<file path="src/rtl/tx_ordering_scheduler_pkg.sv">
// Shared types and constants for the TX arbiter: request classes, scheduler states
// and the ordering-query side descriptor.
package Tx_Arbiter_Package;

    localparam int unsigned REQUESTER_ID_WIDTH = 16;

    typedef enum logic [1:0] {
        POSTED     = 2'd0,
        NON_POSTED = 2'd1,
        COMPLETION = 2'd2
    } Req_Type_t;

    typedef enum logic [2:0] {
        IDLE,
        EVAL,
        CHECK,
        GRANT,
        BUSY
    } sched_state_t;

    localparam logic [1:0] CLS_P   = 2'd0;
    localparam logic [1:0] CLS_NP  = 2'd1;
    localparam logic [1:0] CLS_CPL = 2'd2;

    typedef struct packed {
        logic [1:0]                    trans;
        logic                          ro;
        logic                          ido;
        logic [REQUESTER_ID_WIDTH-1:0] id;
    } side_t;

    function automatic logic [2:0] cls_onehot(input logic [1:0] cls);
        return (cls == 2'd3) ? 3'b000 : (3'b001 << cls);
    endfunction

endpackage

</file>
<file path="src/rtl/ordering_if.sv">
// Pairwise ordering query between the scheduler and the ordering checker.
interface ordering_if;
    import Tx_Arbiter_Package::*;

    Req_Type_t                     first_trans;
    logic                          first_ro;
    logic                          first_ido;
    logic [REQUESTER_ID_WIDTH-1:0] first_id;
    Req_Type_t                     second_trans;
    logic                          second_ro;
    logic                          second_ido;
    logic [REQUESTER_ID_WIDTH-1:0] second_id;
    logic [2:0]                    comp_typ;
    logic                          ordering_result;

    modport ARBITER_ORDERING_IF (
        output first_trans, first_ro, first_ido, first_id,
        output second_trans, second_ro, second_ido, second_id, comp_typ,
        input  ordering_result
    );

    modport ORDERING_CHECKER (
        input  first_trans, first_ro, first_ido, first_id,
        input  second_trans, second_ro, second_ido, second_id, comp_typ,
        output ordering_result
    );
endinterface

</file>
<file path="src/rtl/tx_ordering_scheduler_age_list.sv">
// Three-slot arrival-age list of class codes: slot 0 is the oldest class.
module tx_age_list
    import Tx_Arbiter_Package::*;
(
    input  logic            clk,
    input  logic            rst,
    input  logic [2:0]      append_req,
    input  logic [2:0]      remove_req,
    output logic [2:0][1:0] slots,
    output logic [1:0]      count,
    output logic [2:0]      listed
);

    logic [2:0][1:0] slots_q, slots_d;
    logic [1:0]      count_q, count_d;

    // Survivors close up toward slot 0 in order; new arrivals follow in P, NP, CPL order.
    always_comb begin
        slots_d = '0;
        count_d = '0;
        for (int unsigned i = 0; i < 3; i++) begin
            if (i < 32'(count_q) && !remove_req[slots_q[i[1:0]]] && count_d != 2'd3) begin
                slots_d[count_d] = slots_q[i[1:0]];
                count_d          = count_d + 2'd1;
            end
        end
        for (int unsigned c = 0; c < 3; c++) begin
            if (append_req[c[1:0]] && count_d != 2'd3) begin
                slots_d[count_d] = c[1:0];
                count_d          = count_d + 2'd1;
            end
        end
    end

    always_comb begin
        listed = '0;
        for (int unsigned i = 0; i < 3; i++) begin
            if (i < 32'(count_q)) listed = listed | cls_onehot(slots_q[i[1:0]]);
        end
    end

    always_ff @(posedge clk) begin
        if (rst) begin
            slots_q <= '0;
            count_q <= '0;
        end else begin
            slots_q <= slots_d;
            count_q <= count_d;
        end
    end

    assign slots = slots_q;
    assign count = count_q;

endmodule

</file>
<file path="src/rtl/tx_ordering_scheduler.sv">
// Age-ordered grant sequencer for the TX Posted / Non-Posted / Completion heads,
// with ordering-checked bypass of credit-blocked older classes.
module tx_ordering_scheduler
    import Tx_Arbiter_Package::*;
#(
    parameter int unsigned STARVE_LIMIT = 8
) (
    input  logic                          clk,
    input  logic                          rst,
    input  logic                          p_valid,
    input  logic                          np_valid,
    input  logic                          cpl_valid,
    input  logic                          p_ro,
    input  logic                          p_ido,
    input  logic                          np_ro,
    input  logic                          np_ido,
    input  logic                          cpl_ro,
    input  logic                          cpl_ido,
    input  logic [REQUESTER_ID_WIDTH-1:0] p_id,
    input  logic [REQUESTER_ID_WIDTH-1:0] np_id,
    input  logic [REQUESTER_ID_WIDTH-1:0] cpl_id,
    input  logic [2:0]                    cpl_comp_typ,
    input  logic                          p_fc_ok,
    input  logic                          np_fc_ok,
    input  logic                          cpl_fc_ok,
    output logic [2:0]                    grant,
    input  logic                          tlp_done,
    ordering_if.ARBITER_ORDERING_IF       ord
);

    localparam int unsigned SW = (STARVE_LIMIT < 1) ? 1 : $clog2(STARVE_LIMIT + 1);

    logic [2:0]      valid_v, fc_v;
    side_t [2:0]     side_v;
    logic [2:0][1:0] slots;
    logic [1:0]      count;
    logic [2:0]      listed, append_req, remove_req;

    sched_state_t    state_q, state_d;
    logic [1:0]      cand_q, cand_d, pair_q, pair_d;
    logic [SW-1:0]   starve_q, starve_d;
    logic [2:0]      grant_q, grant_d;
    side_t           first_q, first_d, second_q, second_d;
    logic [2:0]      comp_typ_q, comp_typ_d;
    logic [1:0]      base, next_idx, head, cand_cls;
    logic            next_ok;

    assign valid_v        = {cpl_valid, np_valid, p_valid};
    assign fc_v           = {cpl_fc_ok, np_fc_ok, p_fc_ok};
    assign side_v[CLS_P]   = '{trans: CLS_P,   ro: p_ro,   ido: p_ido,   id: p_id};
    assign side_v[CLS_NP]  = '{trans: CLS_NP,  ro: np_ro,  ido: np_ido,  id: np_id};
    assign side_v[CLS_CPL] = '{trans: CLS_CPL, ro: cpl_ro, ido: cpl_ido, id: cpl_id};

    // A granted class stays listed until its TLP completes, even if its valid drops.
    assign append_req = valid_v & ~listed;
    assign remove_req = (listed & ~valid_v & ~grant_q)
                      | ((state_q == BUSY && tlp_done) ? grant_q : 3'b000);

    tx_age_list u_age_list (
        .clk        (clk),
        .rst        (rst),
        .append_req (append_req),
        .remove_req (remove_req),
        .slots      (slots),
        .count      (count),
        .listed     (listed)
    );

    // Next younger slot holding credit, searched after the head (EVAL) or after the current candidate.
    always_comb begin
        base     = (state_q == EVAL) ? 2'd0 : cand_q;
        next_ok  = 1'b0;
        next_idx = '0;
        for (int unsigned i = 1; i < 3; i++) begin
            if (!next_ok && i > 32'(base) && i < 32'(count)
                && fc_v[slots[i[1:0]]] && valid_v[slots[i[1:0]]]) begin
                next_ok  = 1'b1;
                next_idx = i[1:0];
            end
        end
    end

    always_comb begin
        state_d    = state_q;
        cand_d     = cand_q;
        pair_d     = pair_q;
        starve_d   = starve_q;
        grant_d    = grant_q;
        first_d    = first_q;
        second_d   = second_q;
        comp_typ_d = comp_typ_q;
        head       = slots[0];
        cand_cls   = slots[cand_q];
        case (state_q)
            IDLE: if (count != 2'd0) state_d = EVAL;
            EVAL: begin
                if (count == 2'd0) begin
                    state_d = IDLE;
                end else if (fc_v[head] && valid_v[head]) begin
                    state_d  = GRANT;
                    grant_d  = cls_onehot(head);
                    starve_d = '0;
                end else if (next_ok && 32'(starve_q) < STARVE_LIMIT) begin
                    state_d    = CHECK;
                    cand_d     = next_idx;
                    pair_d     = '0;
                    first_d    = side_v[head];
                    second_d   = side_v[slots[next_idx]];
                    comp_typ_d = cpl_comp_typ;
                end
            end
            CHECK: begin
                if (ord.ordering_result && fc_v[cand_cls] && valid_v[cand_cls] && cand_q < count) begin
                    if (pair_q + 2'd1 == cand_q) begin
                        state_d = GRANT;
                        grant_d = cls_onehot(cand_cls);
                        if (32'(starve_q) < STARVE_LIMIT) starve_d = starve_q + SW'(1);
                    end else begin
                        pair_d     = pair_q + 2'd1;
                        first_d    = side_v[slots[pair_q + 2'd1]];
                        second_d   = side_v[cand_cls];
                        comp_typ_d = cpl_comp_typ;
                    end
                end else if (next_ok) begin
                    cand_d     = next_idx;
                    pair_d     = '0;
                    first_d    = side_v[head];
                    second_d   = side_v[slots[next_idx]];
                    comp_typ_d = cpl_comp_typ;
                end else begin
                    state_d = EVAL;
                end
            end
            GRANT: state_d = BUSY;
            BUSY: begin
                if (tlp_done) begin
                    grant_d = '0;
                    state_d = IDLE;
                end
            end
            default: state_d = IDLE;
        endcase
    end

    always_ff @(posedge clk) begin
        if (rst) begin
            state_q    <= IDLE;
            cand_q     <= '0;
            pair_q     <= '0;
            starve_q   <= '0;
            grant_q    <= '0;
            first_q    <= '0;
            second_q   <= '0;
            comp_typ_q <= '0;
        end else begin
            state_q    <= state_d;
            cand_q     <= cand_d;
            pair_q     <= pair_d;
            starve_q   <= starve_d;
            grant_q    <= grant_d;
            first_q    <= first_d;
            second_q   <= second_d;
            comp_typ_q <= comp_typ_d;
        end
    end

    assign grant            = grant_q;
    assign ord.first_trans  = Req_Type_t'(first_q.trans);
    assign ord.first_ro     = first_q.ro;
    assign ord.first_ido    = first_q.ido;
    assign ord.first_id     = first_q.id;
    assign ord.second_trans = Req_Type_t'(second_q.trans);
    assign ord.second_ro    = second_q.ro;
    assign ord.second_ido   = second_q.ido;
    assign ord.second_id    = second_q.id;
    assign ord.comp_typ     = comp_typ_q;

endmodule

</file>
<file path="src/flat_wrapper.sv">
// flat-port wrapper written by rule: the top's interface ports become plain ports
module tx_ordering_scheduler_flat import Tx_Arbiter_Package::*;
#(
    parameter int unsigned STARVE_LIMIT = 8
)
  (clk, rst, p_valid, np_valid, cpl_valid, p_ro, p_ido, np_ro, np_ido, cpl_ro, cpl_ido, p_id, np_id, cpl_id, cpl_comp_typ, p_fc_ok, np_fc_ok, cpl_fc_ok, grant, tlp_done, ord_first_trans, ord_first_ro, ord_first_ido, ord_first_id, ord_second_trans, ord_second_ro, ord_second_ido, ord_second_id, ord_comp_typ, ord_ordering_result);
  ordering_if ord_i ();
  input  logic clk;
  input  logic rst;
  input  logic p_valid;
  input  logic np_valid;
  input  logic cpl_valid;
  input  logic p_ro;
  input  logic p_ido;
  input  logic np_ro;
  input  logic np_ido;
  input  logic cpl_ro;
  input  logic cpl_ido;
  input  logic [REQUESTER_ID_WIDTH-1:0] p_id;
  input  logic [REQUESTER_ID_WIDTH-1:0] np_id;
  input  logic [REQUESTER_ID_WIDTH-1:0] cpl_id;
  input  logic [2:0] cpl_comp_typ;
  input  logic p_fc_ok;
  input  logic np_fc_ok;
  input  logic cpl_fc_ok;
  output logic [2:0] grant;
  input  logic tlp_done;
  output wire logic [$bits(ord_i.first_trans)-1:0] ord_first_trans;
  output wire logic [$bits(ord_i.first_ro)-1:0] ord_first_ro;
  output wire logic [$bits(ord_i.first_ido)-1:0] ord_first_ido;
  output wire logic [$bits(ord_i.first_id)-1:0] ord_first_id;
  output wire logic [$bits(ord_i.second_trans)-1:0] ord_second_trans;
  output wire logic [$bits(ord_i.second_ro)-1:0] ord_second_ro;
  output wire logic [$bits(ord_i.second_ido)-1:0] ord_second_ido;
  output wire logic [$bits(ord_i.second_id)-1:0] ord_second_id;
  output wire logic [$bits(ord_i.comp_typ)-1:0] ord_comp_typ;
  input wire logic [$bits(ord_i.ordering_result)-1:0] ord_ordering_result;
  assign ord_first_trans = ord_i.first_trans;
  assign ord_first_ro = ord_i.first_ro;
  assign ord_first_ido = ord_i.first_ido;
  assign ord_first_id = ord_i.first_id;
  assign ord_second_trans = ord_i.second_trans;
  assign ord_second_ro = ord_i.second_ro;
  assign ord_second_ido = ord_i.second_ido;
  assign ord_second_id = ord_i.second_id;
  assign ord_comp_typ = ord_i.comp_typ;
  assign ord_i.ordering_result = ord_ordering_result;
  tx_ordering_scheduler #(.STARVE_LIMIT(STARVE_LIMIT)) u_core (.clk(clk), .rst(rst), .p_valid(p_valid), .np_valid(np_valid), .cpl_valid(cpl_valid), .p_ro(p_ro), .p_ido(p_ido), .np_ro(np_ro), .np_ido(np_ido), .cpl_ro(cpl_ro), .cpl_ido(cpl_ido), .p_id(p_id), .np_id(np_id), .cpl_id(cpl_id), .cpl_comp_typ(cpl_comp_typ), .p_fc_ok(p_fc_ok), .np_fc_ok(np_fc_ok), .cpl_fc_ok(cpl_fc_ok), .grant(grant), .tlp_done(tlp_done), .ord(ord_i));
endmodule
</file>
<file path="config.mk">
export PLATFORM = sky130hd
export DESIGN_NAME = tx_ordering_scheduler_flat
export DESIGN_NICKNAME = d
export VERILOG_FILES = /design/src/rtl/tx_ordering_scheduler_pkg.sv /design/src/rtl/ordering_if.sv /design/src/rtl/tx_ordering_scheduler_age_list.sv /design/src/rtl/tx_ordering_scheduler.sv /design/src/flat_wrapper.sv
export SDC_FILE = /design/constraint.sdc
export NUM_CORES = 1
export LEC_CHECK = 0
export ABC_AREA = 1
export CORE_ASPECT_RATIO = 0.5
export CORE_UTILIZATION = 30
export DETAILED_ROUTE_END_ITERATION = 16
export MAX_ROUTING_LAYER = met4
export PLACE_DENSITY = 0.62
export SETUP_SLACK_MARGIN = 0.15
export SLEW_MARGIN = 10
export SYNTH_ARGS = -nofsm -noshare
export SYNTH_HDL_FRONTEND = slang
export SYNTH_SLANG_ARGS = --single-unit
</file>
<file path="constraint.sdc">
create_clock -name clk -period 7.2 [get_ports clk]
set_input_delay 0.72 -clock clk [delete_from_list [all_inputs] [get_ports clk]]
set_output_delay 0.72 -clock clk [all_outputs]
set_load 0.02 [all_outputs]
</file>
Word level (Yosys, flattened, before mapping)
Index checks and enable logic that the tools add are counted.
{"block": "totals", "ff_bits": 65, "n_memories": 0, "output_inout_bits": 46, "latch_bits": 0, "romBits": 0, "mem_bits_rw": 0}
{"block": "classes", "magnitude_cmp": 26, "bitwise_logic": 17, "multipliers": 0, "div_mod_pow": 0, "shift": 4, "mux": 127, "n_reduce_logical": 40, "n_eq_ne": 30, "addsub": 7}
{"cell": "20-bit 2-to-1 mux", "n": 16}
{"cell": "20-bit binary-select mux with 2-bit select", "n": 4}
{"cell": "20-bit one-hot mux with 2 select lines", "n": 2}
{"cell": "3-bit 2-to-1 mux", "n": 26}
{"cell": "2-bit 2-to-1 mux", "n": 27}
{"cell": "2-bit by 3-bit less-than comparator with 1-bit output (second input constant)", "n": 14}
{"cell": "6-bit 2-to-1 mux", "n": 5}
{"cell": "1-bit logical AND", "n": 26}
{"cell": "6-bit AND reduction", "n": 4}
{"cell": "1-bit binary-select mux with 2-bit select", "n": 11}
{"cell": "2-bit inequality test (second input constant)", "n": 11}
{"cell": "2-bit demux with 2-bit select", "n": 5}
{"cell": "4-bit 2-to-1 mux", "n": 5}
{"cell": "3-bit AND", "n": 5}
{"cell": "1-bit 2-to-1 mux", "n": 15}
{"cell": "3-bit inverter", "n": 5}
{"cell": "3-bit OR", "n": 5}
{"cell": "3-bit one-hot mux with 5 select lines", "n": 1}
{"cell": "2-bit by 1-bit adder with 2-bit output (second input constant)", "n": 6}
{"cell": "2-bit binary-select mux with 2-bit select", "n": 3}
{"cell": "6-bit bitwise mux", "n": 2}
{"cell": "1-bit by 2-bit << shifter with 3-bit output (first input constant)", "n": 4}
{"cell": "2-bit by 1-bit >= comparator with 1-bit output (second input constant)", "n": 5}
{"cell": "2-bit by 1-bit inequality test with 1-bit output (second input constant)", "n": 5}
{"cell": "other kinds (27)", "n": 39}

Depth between registers and ports, before layout
{"block": "logic_depth", "ltp_word": 34, "ltp_mapped": 34}

Modules after synthesis
A second synthesis with hierarchy kept.
{"block": "unflattened", "hier_cells": 936, "area_unflattened_um2": 5474.0}
{"module": "tx_ordering_scheduler", "seq_area_each_um2": 1141.1, "cells_per_inst": 786, "area_each_um2": 4479.3, "n_inst": 1}
{"module": "tx_age_list", "seq_area_each_um2": 160.2, "cells_per_inst": 150, "area_each_um2": 994.7, "n_inst": 1}

Worst setup path before layout
No wires, ideal clock.
{"block": "synth_timing", "kind": "input to register", "startpoint": "in tlp_done", "endpoint": "reg u_core.u_age_list.count_q[1], in the netlist u_core.u_age_list.count[1]", "arrival_time_ps": 4831, "t_required_ps": 7068, "setup_slack_ps": 2237, "setup_time_ps": 132, "path_stages": 28, "cell_sequence": "inv_1 -> nor2_1 -> nand2_1 -> nand2_1 -> nand2_1 -> nand4_1 -> inv_1 -> ha_1 -> inv_1 -> o21ai_0 -> a21oi_2 -> nand3_1 -> nand2_1 -> inv_1 -> ha_1 -> nor3_1 -> nand3_1 -> nand2_1 -> inv_1 -> ha_1 -> nor3_1 -> inv_1 -> or2_2 -> nand2_1 -> inv_1 -> ha_1 -> nand2_1 -> a21oi_1"}
{"block": "synth_between", "elab_chain_cells": 23}
{"element": "from (decl)", "line": "flat_wrapper.sv:27", "source": "input logic tlp_done;"}
{"element": "1-bit logical AND (*)", "line": "tx_ordering_scheduler.sv:57", "source": "| ((state_q == BUSY && tlp_done) ? grant_q : 3'b000);"}
{"element": "3-bit 2-to-1 mux (*)", "line": "tx_ordering_scheduler.sv:57"}
{"element": "3-bit OR (*)", "line": "tx_ordering_scheduler.sv:57"}
{"element": "parallel branches: the longest is 10 deep, another holds 2-bit by 1-bit adder with 2-bit output"}
{"element": "2-bit 2-to-1 mux (*)", "line": "tx_ordering_scheduler_age_list.sv:22", "source": "if (i < 32'(count_q) && !remove_req[slots_q[i[1:0]]] && count_d != 2'd3) begin"}
{"element": "parallel branches: the longest is 2 deep, another holds 2-bit by 1-bit adder with 2-bit output"}
{"element": "2-bit 2-to-1 mux (*)", "line": "tx_ordering_scheduler_age_list.sv:28", "source": "if (append_req[c[1:0]] && count_d != 2'd3) begin"}
{"element": "parallel branches: the longest is 2 deep, another holds 2-bit by 1-bit adder with 2-bit output"}
{"element": "2-bit 2-to-1 mux (*)", "line": "tx_ordering_scheduler_age_list.sv:28"}
{"element": "parallel branches: the longest is 2 deep, another holds 2-bit by 1-bit adder with 2-bit output"}
{"element": "2-bit 2-to-1 mux (*)", "line": "tx_ordering_scheduler_age_list.sv:28"}
{"element": "to (signal assigned)", "line": "tx_ordering_scheduler_age_list.sv:48", "source": "count_q <= count_d;"}
{"element": "to (decl)", "line": "tx_ordering_scheduler_age_list.sv:15", "source": "logic [1:0] count_q, count_d;"}
Every way passes the cells marked *. The select of a mux whose other input is x is not followed.
A chain may end at the register's enable or synchronous reset.

Worst setup path after layout
Same ends and word-level chain as after synthesis.

==> summary.txt <==
Layout
  – Final Instance Area: 0.00693 mm²
  – Layout cells sized above 1: 4.70%
  – P&R area growth vs syn: 29.5%
  – Layout Nets: 1076
  – N_diodes: 0

Place
  – I/O Buffers: 112
  – HPWL after detailed placement: 14200 µm
  – DP Area: 0.00660 mm²
  – GPL Wtd Cong: 0.911

Clocking
  – CTS tree: yes
  – Post-cts resize count: 0
  – Root Driver: clkbuf_16
  – CTS max path bufs: 2
  – Setup bufs post-CTS: 0
  – Clk_lat worst skew: 0.34 ns
  – Clk sinks: 65
  – H-tree levels: 3
  – Number of buffers created by CTS: 9
  – Clk pin slew, worst setup/hold paths: 0.05 ns
  – # hold bufs at CTS: 0

Route
  – Remaining antenna violation count: 0
  – Drt drc: 0
  – Routed wire per std cell: 16.2 µm
  – Drt total wl: 20000 µm
  – DRT iter0 DRCs: 666
  – Routed via count: 6672
  – DRT Pass-1 Iters: 5
  – Via density: 5.41

Setup path
  – Launch point of the worst path: tlp_done
  – CP peak stage delay: 0.54 ns
  – CP Class: in2reg
  – Critical R2R Launch: u_core.u_age_list.slots[5]$_SDFF_PP0_
  – CP Capture Type: register
  – Crit-path slowest cell: nor3_1
  – CP required: 7.39 ns
  – Startpoint types: input pin
  – CP arrival: 6.18 ns
  – Crit Path Max Fanout: 7

STA
  – Tmin final: 5.99 ns
  – Fin Hold WS: 0.469 ns
  – Setup-failing EPs final: 0
  – Max-slew violations: 0
  – Tcrit/Tclk final: 83.2%
  – Unrepaired setup endpoints after global routing: false
  – Worst Skew: 0.00604 ns
  – TNS Setup: 0 ns
  – Slew margin rel.: 31.4%
  – Endpoints failing hold: 0
  – FMAX: 0.167 GHz
  – Tightest Pin Transition: 1.03 ns

Floorplan
  – I/O Pins: 113
  – Row count: 34
  – Core Region: 0.0174 mm²
  – Chip height: 96.4 µm
  – Die footprint: 0.0184 mm²
  – Initial Utilization: 30.7%
  – Die W: 191 µm

Yosys
  – Dominant cells by area after synthesis: dfxtp_1, nand2_1, nand3_1, inv_1, a21oi_1
  – Synth Cell Area: 0.00535 mm²
  – Synth Net Count: 988
  – Synth cell types: 44
  – FF+latch count, synth: 65
  – Yosys top cell by area: dfxtp_1
  – Synth Area per Inst: 5.91 µm²
  – Post-synth top area share: 24.3%
  – Sequential area share after synthesis: 24.3%
  – Synth warn: 0
  – Post-Synthesis Cells: 906

Global route
  – Vias in the first global route: 5964
  – First-pass GRT wire length: 31000 µm
  – Initial antenna violation count: 0
  – Grt met3 use: 2.82%
  – Congestion Overflow GR: 0
  – GRT busiest layer: met2
  – GRT Total Usage: 22.0%
  – Met2 usage: 34.4%
  – M1 GR Usage: 29.4%
  – Largest net degree at the start of global routing: 50

Pwr
  – Overall Power: 3.05 mW
  – Leakage power: 3.11 nW
  – Cell Pwr Density: 440 mW/mm²
  – Max VDD drop: 156 µV

Worst hold path
  – Hold path start: u_core.ord.first_id[8]$_SDFFE_PP0P_
  – HP Class: reg2reg

Job
  – Max Cap Viol: 0

Status
  – Status: finished, final reports clean
## where the power goes
part           switching, mW  internal (mW)
Combinational           1.32          0.672
Clock                  0.168          0.322
Sequential            0.0951          0.474
## worst paths after layout
kind | slack [ns] | endpoint | cells after the start
setup / recovery | 1.21 | u_core.u_age_list.count[1]$_SDFF_PP0_ | 29
hold / removal | 0.47 | u_core.ord.first_id[8]$_SDFFE_PP0P_ | 2
setup reg to reg | 1.31 | u_core.u_age_list.count[1]$_SDFF_PP0_ | 30
hold reg to reg | 0.47 | u_core.ord.first_id[8]$_SDFFE_PP0P_ | 2
## cell usage after synthesis (all sizes together)
master and instances:
a211oi 1, a21boi 2, a21oi 81, a221oi 1
a22oi 2, buf 19, clkbuf 21, clkinv 5
dfxtp 65, ha 15, inv 114, nand2 204
nand3 103, nand3b 2, nand4 6, nor2 86
nor3 4, o2111ai 1, o211a 1, o211ai 7
o21a 1, o21ai 103, o21bai 1, o22ai 53
o31ai 1, or2 4, or3 1, xor2 2
## final cells by class
type | count | area, µm²
fillers | 1853 | 10500
clock inverters | 4 | 75.1
clock buffers | 12 | 256
inverters | 119 | 452
repair buffers | 117 | 1160
multi-input cells | 682 | 3390
flip-flops and latches | 65 | 1300
well taps | 234 | 293
## layer usage
metal | vias up | wire length [µm] | part of all wire [%]
li1 | 3224 | - | -
met5 | - | 0 | 0
met4 | 0 | 424 | 2.1
met2 | 318 | 8930 | 45
met1 | 3086 | 9250 | 46
met3 | 44 | 1410 | 7.0
## critical path: cells and delay by family
family                   cells  cell delay [ns]
AND/OR/NAND/NOR             14             2.98
buffers and inverters        8             1.12
adder cells (fa/ha/maj)      4             1.01
AO/OA/AOI/OAI                3             0.35
## cell families (layout without fill, tap and decap cells)
logic type | count (synthesis) | in the layout | synth area share, %
flops | 65 | 65 | 24.3
fa+ha+maj | 15 | 15 | 3.51
buf+inv | 159 | 252 | 12.3
xor+xnor | 2 | 2 | 0.327
simple gates | 410 | 410 | 33.2
compound gates | 255 | 255 | 26.3
## state kept, by name (all words and copies together), names as in the netlist
| signal | flops |
|---|---|
| u_core.ord.first_id | 16 |
| u_core.ord.second_id | 16 |
| u_core.u_age_list.slots | 6 |
| u_core.starve_q | 4 |
| u_core.grant | 3 |
| u_core.ord.comp_typ | 3 |
| u_core.state_q | 3 |
| u_core.cand_q | 2 |
| u_core.ord.first_trans | 2 |
| u_core.ord.second_trans | 2 |
| u_core.pair_q | 2 |
| u_core.u_age_list.count | 2 |
| u_core.ord.first_ido | 1 |
| u_core.ord.first_ro | 1 |
| u_core.ord.second_ido | 1 |
| u_core.ord.second_ro | 1 |
## placed cells by master (no fill, tap or decap), drive strengths merged
| cell type | synthesis | layout |
|---|---|---|
| or2 | 4 | 4 |
| a211oi | 1 | 1 |
| or3 | 1 | 1 |
| o31ai | 1 | 1 |
| clkdlybuf4s50 | 0 | 112 |
| bufinv | 0 | 2 |
| clkinvlp | 0 | 2 |
| nor3 | 4 | 4 |
| o211a | 1 | 1 |
| nand3b | 2 | 2 |
| o21bai | 1 | 1 |
| o21a | 1 | 1 |
| buf | 19 | 5 |
| a22oi | 2 | 2 |
| o21ai | 103 | 103 |
| clkinv | 5 | 5 |
| xor2 | 2 | 2 |
| o22ai | 53 | 53 |
| o2111ai | 1 | 1 |
| a21boi | 2 | 2 |
| nor2 | 86 | 86 |
| nand2 | 204 | 204 |
| o211ai | 7 | 7 |
| ha | 15 | 15 |
| nand4 | 6 | 6 |
| clkbuf | 21 | 12 |
| inv | 114 | 114 |
| nand3 | 103 | 103 |
| a21oi | 81 | 81 |
| dfxtp | 65 | 65 |
| a221oi | 1 | 1 |
## metrics by stage
| step | instances | setup slack (ns) | util, % |
|---|---|---|---|
| final | 1233 | 1.21 | 39.8 |
| after global routing | 1233 | 0.602 | 39.8 |
| after CTS | 1233 | 1.24 | 39.8 |
| after detailed placement | 1217 | 0.888 | 37.9 |
| after global placement | 1217 | 1.17 | 37.9 |
| after floorplan | 906 | 2.24 | - |
No activity file was read; power rests on OpenSTA's default activity.
==> RTL edit 1 (config.mk and constraints unchanged) <==
`STARVE_LIMIT` is set to 8 in 2 places; all go to 4.
--- a/src/rtl/tx_ordering_scheduler.sv
+++ b/src/rtl/tx_ordering_scheduler.sv
@@ -4,5 +4,5 @@
     import Tx_Arbiter_Package::*;
 #(
-    parameter int unsigned STARVE_LIMIT = 8
+    parameter int unsigned STARVE_LIMIT = 4
 ) (
     input  logic                          clk,
--- a/src/flat_wrapper.sv
+++ b/src/flat_wrapper.sv
@@ -2,5 +2,5 @@
 module tx_ordering_scheduler_flat import Tx_Arbiter_Package::*;
 #(
-    parameter int unsigned STARVE_LIMIT = 8
+    parameter int unsigned STARVE_LIMIT = 4
 )
   (clk, rst, p_valid, np_valid, cpl_valid, p_ro, p_ido, np_ro, np_ido, cpl_ro, cpl_ido, p_id, np_id, cpl_id, cpl_comp_typ, p_fc_ok, np_fc_ok, cpl_fc_ok, grant, tlp_done, ord_first_trans, ord_first_ro, ord_first_ido, ord_first_id, ord_second_trans, ord_second_ro, ord_second_ido, ord_second_id, ord_comp_typ, ord_ordering_result);
Function: no difference found for any inputs over 4 cycles, from zero or initial values and one cycle with rst high; that may be too few to reach the edited logic, so the function may still have changed.
==> RTL edit 1 against the original RTL <==
Clock power shrank 2%; routed wire length grew 0.29%; area after synthesis grew 0.98%; total power grew 12%; worst setup slack gained 540 ps; design area is essentially flat; critical path depth is the same; clock skew shrank 1.3 ps; sequential cell count shrank 1; critical path type unchanged; largest power group unchanged; highest routed layer unchanged.
==> RTL edit 1: results (changes against the original RTL) <==
* **status** finished clean
* **synthesized net count** 963, -2.5%
* **stage delay of the slowest cell on the critical path** 480 ps, -60 ps
* **Layout Area Growth over Synthesis** 28.3%
* **worst r2r path cells** 30, unchanged
* **worst slack on hold paths** 467 ps, -1.43 ps
* **CP Max Fanout** 6, -1
* **arrival time at the worst endpoint** 5730 ps, -450 ps
* **PwrDens** 491 nW/um2, +11%
* **total combinational power** 2290 uW, +15%
* **share of cells above drive strength 1** 7.42%, +2.7 points
* **worst setup slack after placement** 1470 ps, +581 ps
* **initial antenna violation count** 0, unchanged
* **total of fill cells in the finished design** 1,824, -1.6%
* **# clk buffers** 11, -1
* **placed instance area** 6610 um2, +0.19%
* **number of global-route vias before repair** 5,993, +0.49%
* **post-synthesis instance area** 5400 um2, +0.98%
* **startpoint of the most critical hold path** u_core.ord.second_id[1]$_SDFFE_PP0P_
* **compound-gate portion of the synthesized area** 25.9%, -0.46 points
* **Leakage Power** 0.00303 uW, -2.7%
* **worst max-slew margin expressed relative to the limit** 17.7%, -14 points
* **clock network contribution to total cell area** 4.66%, -0.13 points
* **non-clock buffering overhead in the final layout** 16.6%, -0.12 points
* **maximum number of pins on one net before global-route repair** 67, +34%
* **time the final worst path needs with I/O delays and setup** 5450 ps, -541 ps
* **DR pass1 iterations** 6, +1
* **multi-input gates** 657, -3.7%
* **slowest cell on the critical path** sky130_fd_sc_hd__clkdlybuf4s50_1
* **inverters** 117, -1.7%
* **global-route total usage across every layer** 22.2%, +0.20 points
* **r2r setup slk** 1890 ps, +580 ps
* **FF+latch area** 1280 um2, -1.5%
* **adder-cell area share of the yosys netlist** 3.47%, -0.034 points
* **area used by multi-input combinational logic** 3440 um2, +1.5%
* **violation count after the first detailed-routing iteration** 630, -5.4%
* **largest vdd supply drop** 143 uV, -8.3%
* **sequential cell count** 64, -1.5%
* **routed wire length** 20,100 um, +0.29%
* **Switching Share** 52.7%, +0.88 points
* **ratio of routed vias to standard cells** 5.26, -2.7%
* **buffer count excluding the clock tree in the final layout** 116, -0.85%
* **portion of synthesized cell area occupied by the leading cell type** 23.7%, -0.61 points
* **largest cells by area after synthesis** sky130_fd_sc_hd__dfxtp_1 (24%), sky130_fd_sc_hd__nand2_1 (14%), sky130_fd_sc_hd__inv_1 (7.1%)
* **total number of nets in the final design** 1,047, -2.7%
* **share of the yosys chip area belonging to registers** 23.7%, -0.61 points
* **worst hold path endpoint** u_core.ord.second_id[1]$_SDFFE_PP0P_
* **placer's final routability congestion estimate** 0.877, -3.7%
* **top cells by count, synth** sky130_fd_sc_hd__nand2_1 (199), sky130_fd_sc_hd__inv_1 (102), sky130_fd_sc_hd__nor2_1 (87)
* **Synth cell types** 47, +6.8%
* **DP Wirelength** 14,100 um, -0.65%
* **worst r2r src** u_core.u_age_list.slots[0]$_SDFF_PP0_
* **Post-Synth XOR/XNOR Area** 0.162%, -0.17 points
* **clock network fraction of design power** 14.2%, -1.9 points
-- RTL edit 1: cell types whose count changed after synthesis, sizes merged, moves of 9 or more --
cell	change
nand2	+10
nand4	+9
a21oi	-15
nand3	-31
o221ai	+13
o22ai	-25
nor2	+9
o211ai	+18
o21ai	-21
-- RTL edit 1: stage by stage --
stage	util (%)	cells
4_1_cts	39.6	1204
2_1_floorplan	-	881
6_report	39.6	1204
5_1_grt	39.6	1204
3_3_place_gp	37.8	1188
3_5_place_dp	37.8	1188
-- RTL edit 1: critical path, delay by kind of cell --
kind                     cells  cell delay (ps)
buffers and inverters        8             1110
AND/OR/NAND/NOR             14             2400
AO/OA/AOI/OAI                3              500
adder cells (fa/ha/maj)      4             1010
-- RTL edit 1: routing by layer --
metal,routed length [um],vias up,GRT usage (%)
met2,8920,245,34.2
met4,402,0,7.08
li1,-,3135,-
met3,1140,36,2.94
met1,9600,2920,29.9
met5,0,-,-
==> RTL edit 2 (config.mk and constraints unchanged) <==
Made on the original files. Encoding of `sched_state_t`: now Gray code (3 bits for 5 states).
--- a/src/rtl/tx_ordering_scheduler_pkg.sv
+++ b/src/rtl/tx_ordering_scheduler_pkg.sv
@@ -12,9 +12,9 @@
 
     typedef enum logic [2:0] {
-        IDLE,
-        EVAL,
-        CHECK,
-        GRANT,
-        BUSY
+        IDLE  = 3'b000,
+        EVAL  = 3'b001,
+        CHECK = 3'b011,
+        GRANT = 3'b010,
+        BUSY  = 3'b110
     } sched_state_t;
 
Behaviour: no difference found for any inputs over 4 cycles, from zero or initial values and one cycle with rst high; so few cycles prove little.
==> RTL edit 2 against the original RTL <==
Design area fell by 3.1%; sequential share of layout area rose by 0.60 points; sequential cell count did not move; total power fell by 17%; worst hold slack got worse by 6.9 ps; global-route usage rose by 0.39 points; area after synthesis fell by 2.8%; routed wire length fell by 2.5%; sequential power fell by 9.1%; worst setup slack got worse by 12 ps.
==> RTL edit 2: results (changes against the original RTL) <==
* **wire length on met1** 9090 um, -1.7%
* **share of the yosys chip area belonging to registers** 25.0%, +0.69 points
* **Leakage Power** 0.00284 uW, -8.6%
* **adder-cell area share of the yosys netlist** 3.61%, +0.10 points
* **met3 track demand over resource** 4.90%, +2.1 points
* **largest vdd supply drop** 120 uV, -23%
* **setup bufs post-CTS** 0, unchanged
* **top cells by count, synth** sky130_fd_sc_hd__nand2_1 (196), sky130_fd_sc_hd__inv_1 (101), sky130_fd_sc_hd__nand3_1 (85)
* **Post-Synth XOR/XNOR Area** 0.168%, -0.16 points
* **Synth cell types** 48, +9.1%
* **compound-gate portion of the synthesized area** 27.4%, +1.0 points
* **met2 wire length** 8530 um, -4.5%
* **slowest cell on the critical path** sky130_fd_sc_hd__nor2_2
* **wire length of the first global-routing pass** 30,600 um, -1.3%
* **global routing met1 resource utilization** 29.1%, -0.31 points
* **Avg WL per Cell** 16.8 um, +3.4%
* **arrival time at the worst endpoint** 6200 ps, +20 ps
* **maximum number of pins on one net before global-route repair** 49, -2.0%
* **post-route clock skew** 10.2 ps, +4.17 ps
* **met3 wire length** 1650 um, +18%
* **DP Wirelength** 14,000 um, -1.5%
* **M2 GR Usage** 35.1%, +0.73 points
* **synthesized net count** 924, -6.5%
* **ratio of routed vias to standard cells** 5.35, -1.1%
* **status** finished clean
* **stage delay of the slowest cell on the critical path** 580 ps, +40 ps
* **actual transition at the worst max-transition pin** 1070 ps, +46.3 ps
* **number of global-route vias before repair** 5,813, -2.5%
* **total of fill cells in the finished design** 1,775, -4.2%
* **placer's final routability congestion estimate** 0.892, -2.0%
* **worst setup slack after placement** 1060 ps, +177 ps
* **total number of nets in the final design** 1,013, -5.9%
* **largest cells by area after synthesis** sky130_fd_sc_hd__dfxtp_1 (25%), sky130_fd_sc_hd__nand2_1 (14%), sky130_fd_sc_hd__nand3_1 (8.2%)
* **violation count after the first detailed-routing iteration** 627, -5.9%
==> RTL edit 2: cell type report <==
type / count / share of cell area (%)
Timing Repair Buffer: 114 / 16.9
Multi-Input combinational cell: 626 / 48.9
Clock buffer: 11 / 3.47
Inverter: 115 / 6.43
Tap cell: 227 / 4.23
Sequential cell: 65 / 19.4
Clock inverter: 4 / 0.671
==> RTL edit 2: worst paths after layout <==
kind                                         start                               endpoint  slack, ps  depth (start not counted)
max reg2reg  u_core.u_age_list.slots[1]$_SDFF_PP0_  u_core.u_age_list.count[1]$_SDFF_PP0_       1190                         30
max          u_core.u_age_list.slots[1]$_SDFF_PP0_  u_core.u_age_list.count[1]$_SDFF_PP0_       1190                         30
min reg2reg    u_core.ord.comp_typ[0]$_SDFFE_PP0P_    u_core.ord.comp_typ[0]$_SDFFE_PP0P_        460                          2
min            u_core.ord.comp_typ[0]$_SDFFE_PP0P_    u_core.ord.comp_typ[0]$_SDFFE_PP0P_        460                          2
==> RTL edit 2: per-stage QoR <==
step | cells | utilization, % | area, um2
6_report | 1162 | 40.2 | 6710
5_1_grt | 1162 | 40.2 | 6710
4_1_cts | 1162 | 40.2 | 6710
3_5_place_dp | 1147 | 38.6 | 6430
3_3_place_gp | 1147 | 38.6 | 6430
2_1_floorplan | 842 | - | 5200
==> RTL edit 2: power breakdown <==
part | switching (uW) | internal, uW | leakage [uW]
clock | 160 | 264 | 0.000139
sequential | 79.4 | 438 | 0.000528
combinational | 1070 | 531 | 0.00218
total | 1310 | 1230 | 0.00284
==> RTL edit 2: cells by family (layout without fill, tap and decap cells) <==
family                     count (synthesis)  count (layout)
and+or+nand+nor                          368             368
AOI/OAI and AO/OA                        242             242
buffers and inverters                    151             244
DFF                                       65              65
adders and majority gates                 15              15
xor gates and xnor gates                   1               1
